--- src/rtl/if_fetch.sv ---
`timescale 1ns/1ps
`default_nettype none
// ============================================================================
//  Module   : if_fetch
//  Purpose  : Instruction-fetch stage. Owns the fetch PC, issues in-order reads
//             on the instruction-memory req/gnt/rvalid interface, buffers the
//             returned words as {pc, inst} pairs and hands them to decode via
//             a valid/ready handshake. A flush redirects fetch and squashes
//             every instruction that is buffered or still in flight.
//  Ports    :
//    clk, rst                  clock (rising edge), async active-high reset
//    flush_i, flush_pc_i       redirect request and new fetch PC
//    imem_req_o, imem_addr_o   read request and word-aligned address
//    imem_gnt_i                request accepted this cycle
//    imem_rvalid_i/rdata_i     in-order read response
//    id_ready_i                decode accepts the presented pair
//    inst_valid_o, pc_o, inst_o  presented pair (pc/inst are 0 when empty)
//  Revision : 1.0  initial release
// ============================================================================
module if_fetch #(
  parameter logic [31:0] RESET_PC   = 32'h0000_0000,
  parameter int          FIFO_DEPTH = 2
) (
  input  logic        clk,
  input  logic        rst,
  input  logic        flush_i,
  input  logic [31:0] flush_pc_i,
  output logic        imem_req_o,
  output logic [31:0] imem_addr_o,
  input  logic        imem_gnt_i,
  input  logic        imem_rvalid_i,
  input  logic [31:0] imem_rdata_i,
  input  logic        id_ready_i,
  output logic        inst_valid_o,
  output logic [31:0] pc_o,
  output logic [31:0] inst_o
);

  localparam int c_PTR_W = $clog2(FIFO_DEPTH);
  localparam int c_CNT_W = c_PTR_W + 1;
  localparam logic [c_CNT_W:0] c_DEPTH = (c_CNT_W + 1)'(FIFO_DEPTH);

  logic [31:0]        r_fetch_pc;
  logic [31:0]        r_resp_pc;
  logic [c_CNT_W-1:0] r_outstanding;
  logic [c_CNT_W-1:0] r_discard;
  logic [c_CNT_W-1:0] r_count;
  logic [c_PTR_W-1:0] r_rd_ptr;
  logic [c_PTR_W-1:0] r_wr_ptr;
  logic [31:0]        r_fifo_pc   [FIFO_DEPTH];
  logic [31:0]        r_fifo_inst [FIFO_DEPTH];

  logic               w_credit;
  logic               w_issue;
  logic               w_ret;
  logic               w_has_discard;
  logic               w_push;
  logic               w_pop;
  logic               w_not_empty;
  logic [c_CNT_W-1:0] w_out_after_ret;
  logic [31:0]        w_flush_pc;

  // A request is only made when every word already in flight plus every word
  // buffered still leaves a free FIFO slot, so a response can always be pushed.
  assign w_credit      = ({1'b0, r_outstanding} + {1'b0, r_count}) < c_DEPTH;
  assign imem_req_o    = ~rst & ~flush_i & w_credit;
  assign imem_addr_o   = r_fetch_pc;
  assign w_issue       = imem_req_o & imem_gnt_i;

  // Responses with nothing outstanding are protocol violations; ignore them so
  // the counter can never underflow.
  assign w_ret         = imem_rvalid_i & (r_outstanding != '0);
  assign w_has_discard = (r_discard != '0);
  assign w_push        = w_ret & ~w_has_discard & ~flush_i;

  assign w_not_empty   = (r_count != '0);
  assign inst_valid_o  = w_not_empty & ~flush_i;
  assign w_pop         = inst_valid_o & id_ready_i;
  assign pc_o          = w_not_empty ? r_fifo_pc[r_rd_ptr]   : 32'h0;
  assign inst_o        = w_not_empty ? r_fifo_inst[r_rd_ptr] : 32'h0;

  // Outstanding count once this cycle's return is accounted for; on a flush
  // this is exactly the number of stale responses still to arrive.
  assign w_out_after_ret = r_outstanding - c_CNT_W'(w_ret);
  assign w_flush_pc      = flush_pc_i & ~32'h3;

  always_ff @(posedge clk or posedge rst) begin
    if (rst) begin
      r_fetch_pc    <= RESET_PC;
      r_resp_pc     <= RESET_PC;
      r_outstanding <= '0;
      r_discard     <= '0;
      r_count       <= '0;
      r_rd_ptr      <= '0;
      r_wr_ptr      <= '0;
      for (int i = 0; i < FIFO_DEPTH; i++) begin
        r_fifo_pc[i]   <= '0;
        r_fifo_inst[i] <= '0;
      end
    end else begin
      // No request is made during a flush, so w_issue is 0 in that cycle.
      r_outstanding <= w_out_after_ret + c_CNT_W'(w_issue);
      if (flush_i) begin
        r_fetch_pc <= w_flush_pc;
        r_resp_pc  <= w_flush_pc;
        r_discard  <= w_out_after_ret;
        r_count    <= '0;
        r_rd_ptr   <= '0;
        r_wr_ptr   <= '0;
      end else begin
        if (w_issue) begin
          r_fetch_pc <= r_fetch_pc + 32'd4;
        end
        if (w_ret && w_has_discard) begin
          r_discard <= r_discard - 1'b1;
        end
        if (w_push) begin
          r_fifo_pc[r_wr_ptr]   <= r_resp_pc;
          r_fifo_inst[r_wr_ptr] <= imem_rdata_i;
          r_wr_ptr              <= r_wr_ptr + 1'b1;
          r_resp_pc             <= r_resp_pc + 32'd4;
        end
        if (w_pop) begin
          r_rd_ptr <= r_rd_ptr + 1'b1;
        end
        r_count <= r_count + c_CNT_W'(w_push) - c_CNT_W'(w_pop);
      end
    end
  end

endmodule
`default_nettype wire
--- config.mk ---
export PLATFORM = sky130hd
export DESIGN_NAME = if_fetch
export DESIGN_NICKNAME = d
export VERILOG_FILES = /design/src/rtl/if_fetch.sv
export SDC_FILE = /design/constraint.sdc
export NUM_CORES = 1
export LEC_CHECK = 0
export BUFFER_PORTS_ARGS = -buffer_cell sky130_fd_sc_hd__buf_2
export CAP_MARGIN = 20
export CORE_MARGIN = 2
export CORE_UTILIZATION = 57
export DETAILED_ROUTE_END_ITERATION = 8
export PLACE_DENSITY = 0.87
export SLEW_MARGIN = 25
export SYNTH_ARGS = -nofsm -noshare
export SYNTH_HDL_FRONTEND = slang
export SYNTH_SLANG_ARGS = --single-unit
--- constraint.sdc ---
create_clock -name clk -period 7.4 [get_ports clk]
set_input_delay 0.37 -clock clk [delete_from_list [all_inputs] [get_ports clk]]
set_output_delay 0.37 -clock clk [all_outputs]
set_load 0.03 [all_outputs]
; After elaboration in Yosys (flattened, before gate mapping)
; Cells that the tools add are included.
; Widths: inputs -> output; s select.
[totals]
regBits = 200
out_inout_bits = 98
wordCells = 71
[op_classes]
add_sub_neg = 10
order_cmp = 4
n_mux = 23
n_bitwise = 13
n_reduce_logical = 10
[op_table]
columns = operator, count
row1 = $mux 32, 13
row2 = $bwmux 64, 2
row3 = $add 32x3->32 const B, 2
row4 = $demux 32 s1, 1
row5 = $reduce_bool 2->1, 7
row6 = $and 1x1->1, 8
row7 = $mux 2, 3
row8 = $add 2x1->2, 2
row9 = $ge 2x2->1 const B, 2
row10 = $mux 1, 4
row11 = $not 1->2, 2
row12 = $sub 2x1->2, 2
row13 = $add 2x2->3, 1
row14 = $lt 3x2->1 const B, 1
row15 = $not 1->1, 3
row16 = $add 1x1->1 const B, 2
row17 = $logic_and 1x1->1, 2
row18 = $lt 2x1->1 const B, 1
row19 = $reduce_and 2->1, 1
row20 = $sub 2x1->2 const B, 1

; Longest topological paths before layout
[logic_depth]
word_depth = 7
ltp_mapped = 10

; Worst setup path before layout
; Ideal clock, no wire load.
[synth_path]
kind = flip-flop to flip-flop
from = register r_outstanding[0]
to = register r_fetch_pc[27] (netlist: imem_addr_o[27])
arrival_time_ns = 2.970
required_time_ns = 7.329
slack_ns = 4.360
path_stages_with_launch = 7
n_path_buf = 0
path_cell_list = dfrtp_1 > and2_2 > fa_1 > nor4_2 > and4_1 > or4b_2 > nand3_1
[synth_via]
elab_chain_cells = 5
[synth_lines]
columns = item, line
row1 = from (decl), 45  ; logic [c_CNT_W-1:0] r_outstanding;
row2 = from (signal assigned), 102  ; r_outstanding <= w_out_after_ret + c_CNT_W'(w_issue);
row3 = $add 2x2->3, 65  ; assign w_credit = ({1'b0, r_outstanding} + {1'b0, r_count}) < c_DEPTH;
row4 = $lt 3x2->1, 65
row5 = $and 1x1->1, 66  ; assign imem_req_o = ~rst & ~flush_i & w_credit;
row6 = via imem_req_o, 28  ; output logic imem_req_o,
row7 = $and 1x1->1, 68  ; assign w_issue = imem_req_o & imem_gnt_i;
row8 = $reduce_bool 2->1 (no source line), -
row9 = to (signal assigned), 104  ; r_fetch_pc <= w_flush_pc;
row10 = to (signal assigned), 112  ; r_fetch_pc <= r_fetch_pc + 32'd4;
row11 = to (decl), 43  ; logic [31:0] r_fetch_pc;
; The timed path passes the listed nets, and every way through them passes these cells.
; A chain may end at the register's enable or synchronous reset.

; Worst setup path in the final report
[layout_path]
from = register r_outstanding[0]
to = register r_fetch_pc[17] (netlist: imem_addr_o[17])
[layout_via]
elab_chain_cells = 5
[layout_lines]
columns = item, line
row1 = $add 2x2->3, 65
row2 = $lt 3x2->1, 65
row3 = $and 1x1->1, 66
row4 = $and 1x1->1, 68
row5 = $reduce_bool 2->1 (no source line), -
; Every way passes these cells.

==> results.sh <==
export IMPL_outcome="complete, no violations"
export IMPL_syn2layout_area_growth_pct=16.5
export IMPL_netSwitchingFraction_pct=33.6
export IMPL_grt_pass1_wl_um=37000
export IMPL_gp_congestion=0.900
export IMPL_synthAdderAreaFrac_pct=1.11
export IMPL_setup_tns_ns=0
export IMPL_crit_required_ns=7.75
export IMPL_insertion_delay_ns=0.43
export IMPL_drive_gt1_share_pct=35.8
export IMPL_fin_util_pct=68.0
export IMPL_yosysSeqAreaShare_pct=49.5
export IMPL_post_place_ws_ns=4.56
export IMPL_min_period_ns=2.92
export IMPL_synth_ff_type="dfrtp_1"
export IMPL_synth_simple_area_share_pct=14.4
export IMPL_yosys_warnings=0
export IMPL_dp_cells=1194
export IMPL_synth_edf_count=0
export IMPL_crit_arrival_ns=3.27
export IMPL_drtIter0Drc=590
export IMPL_vias_per_cell=6.07
export IMPL_postCtsSetupRepairBufs=0
export IMPL_cts_buffers_inserted=17
export IMPL_cts_sinks=192
export IMPL_synthMuxAreaShare_pct=22.8
export IMPL_cp_start_kind="flop"
export IMPL_slew_headroom_pct=42.0
export IMPL_grt_pass1_vias=7355
export IMPL_pwr_share_comb_pct=31.0
export IMPL_clock_fmax_mhz=343
export IMPL_ys_ff_latch=192
export IMPL_synth_area_top_cells="dfrtp_1 50%, mux2_2 16%, mux2i_1 6.7%, nor2_1 3.7%, a31oi_1 1.5%"
export IMPL_async_reset_ff_share_pct=100
export IMPL_firstDrtPassIters=5
export IMPL_portBuffers=161
export IMPL_io_pins=168
export IMPL_min_period_over_period_pct=39.4
export IMPL_h_tree_depth=4
export IMPL_drv_slew=0
export IMPL_final_hold_violation_count=0
export IMPL_start_util_pct=58.3
export IMPL_grt_max_degree=85
export IMPL_antenna_found_initial=1
export IMPL_cp_end_kind="flop"
export IMPL_p_switching_mw=1.31
export IMPL_vias=7447
export IMPL_cp_cell_sequence="and2_2 -> fa_1 -> nor4b_1 -> buf_4 -> nand4_1 -> or4_1 -> a31oi_1"
export IMPL_clockPowerShare_pct=26.2
export IMPL_worst_path_buf_inv=1
export IMPL_overflow=0
export IMPL_worst_pin_slew_ns=0.870
export IMPL_grt_total_usage_pct=25.7
export IMPL_syn_mean_instance_area_um2=11.4
export IMPL_path_delay_family="simple AND/OR/NAND/NOR gates"
export IMPL_hpwl_um=15400
export IMPL_cts_tree="yes"
export IMPL_p_int_mw=2.58
export IMPL_rows=47
export IMPL_ir_drop_uv=197
export IMPL_critPathSlowestCell="or4_1"
export IMPL_synth_top_family_by_area="multiplexers"
export IMPL_crit_path_max_incr_delay_ns=0.59
export IMPL_p_per_area_nw_per_um2=344
export IMPL_antenna_left=0
export IMPL_skew_ns=0.0110
export IMPL_die_h_um=134
export IMPL_syn_inst=853
export IMPL_fp_dieArea_um2=18100
export IMPL_p_seq_share_pct=42.9
export IMPL_cts_resized_gates=0
export IMPL_synth_top_area_share_pct=49.5
export IMPL_maxCapViolCount=0
export IMPL_core_area_um2=16600
export IMPL_final_instance_count_excl_fill=1227
export IMPL_finalWirelength_um=22700
export IMPL_wl_per_cell_um=18.5
export IMPL_antenna_cells=0
export IMPL_final_cell_mix="191 x dfrtp_1, 161 x buf_2, 139 x mux2_2"
export IMPL_synth_compound_area_share_pct=6.42
export IMPL_synth_top_area_cell="dfrtp_1"
export IMPL_worstSetupPathType="reg -> reg"
export IMPL_dieWidth_um=134
export IMPL_cts_hold_buffers_added=0
export IMPL_rsz0062_at_grt="false"
export IMPL_yosys_area_share_xor_xnor_pct=2.26
export IMPL_timing_final_ws_setup_ns=4.48
export IMPL_synth_distinct_cells=60
export IMPL_fin_nets=1072
export IMPL_p_leak_nw=5.01
export IMPL_clk_pin_slew_ns=0.07
export IMPL_clockRootBuffer="clkbuf_16"
export IMPL_hold_path_class="in -> async"
export IMPL_syn_area_um2=9710
export IMPL_drc=0
export IMPL_setup_viol=0
export IMPL_clk_path_buf_depth=2
export IMPL_cp_max_fo=11
export IMPL_layout_commonest_cell="dfrtp_1"
## registers in the layout, indices dropped and copies added, names as in the netlist
register and cells:
r_outstanding 2, r_resp_pc 30, r_wr_ptr 1, r_count 2
r_fifo_inst 64, r_rd_ptr 1, imem_addr_o 30, r_discard 2
r_fifo_pc 60
## area by class of cell
class / count / area [um^2]
clock buffer: 19 / 453
clock inverter: 13 / 206
fill: 1258 / 5330
inverter: 15 / 61.3
multi-input combinational: 596 / 4600
sequential: 192 / 4810
tap: 220 / 275
timing repair buffer: 172 / 905
## per-stage QoR
step	hold WS (ns)	total power [mW]	area, um^2
after floorplan	0.480	2.55	9720
after global placement	0.488	2.81	10600
after detailed placement	0.494	2.89	10600
after CTS	0.151	3.92	11300
after global routing	0.168	4.11	11300
final	0.130	3.89	11300
## cell usage after synthesis (2+ instances only)
library cell and n:
a211oi_1 2, a21oi_1 8, a311oi_1 4, a31oi_1 24, and2_1 7, and3_1 6, and4_1 11, buf_1 3
buf_2 14, buf_4 4, buf_6 2, clkbuf_1 26, clkbuf_8 3, dfrtp_1 192, ha_1 7, inv_1 14
mux2_2 139, mux2i_1 65, nand2_1 33, nand3_1 23, nand4_1 22, nor2_1 96, nor2b_1 7, nor3_1 11
nor4_1 6, nor4b_1 6, o2111a_1 2, o2111ai_1 2, o211ai_1 2, o21a_1 2, o21ai_0 14, o311ai_0 3
o31ai_1 14, o41ai_1 2, or3_1 10, or4_1 17, or4b_2 4, xnor2_1 14, xor2_1 11
## cells by family after synthesis
kind of cell | Yosys count
buffers and inverters | 68
XOR/XNOR | 25
AND/OR/NAND/NOR | 267
multiplexers | 204
other | 1
adder cells (fa/ha/maj) | 8
AO/OA/AOI/OAI | 88
flip-flops | 192
## power by group through the flow
stage | clock network, mW | registers, mW | logic, mW
after CTS | 1.03 | 1.67 | 1.22
final | 1.02 | 1.67 | 1.20
after global placement | 0 | 1.67 | 1.15
after floorplan | 0 | 1.62 | 0.930
after detailed placement | 0 | 1.68 | 1.21
after global routing | 1.08 | 1.72 | 1.31
## routing by layer
metal	vias to the layer above	part of all wire, %	global-route usage, %
met5	-	0	0
met3	55	7.0	6.19
met2	321	50	43.8
met1	3676	41	33.1
li1	3395	-	-
met4	0	2.2	7.25
## final timing paths
path                                                  from                          end  cells past startpoint  slack, ns
worst max-delay path            r_outstanding[0]$_DFF_PP0_  imem_addr_o[17]$_DFFE_PP0P_                      7       4.48
worst min-delay path                                   rst  imem_addr_o[29]$_DFFE_PP0P_                      2       0.13
worst max register to register  r_outstanding[0]$_DFF_PP0_  imem_addr_o[17]$_DFFE_PP0P_                      7       4.48
worst min register to register  r_fifo_inst[9]$_DFFE_PP0P_   r_fifo_inst[9]$_DFFE_PP0P_                      1       0.50
max in group asynchronous                              rst   r_fifo_inst[9]$_DFFE_PP0P_                      4       5.41
min in group clk                             flush_pc_i[6]     r_resp_pc[6]$_DFFE_PP0P_                      2       0.18
No activity file was read; power rests on OpenSTA's default activity.
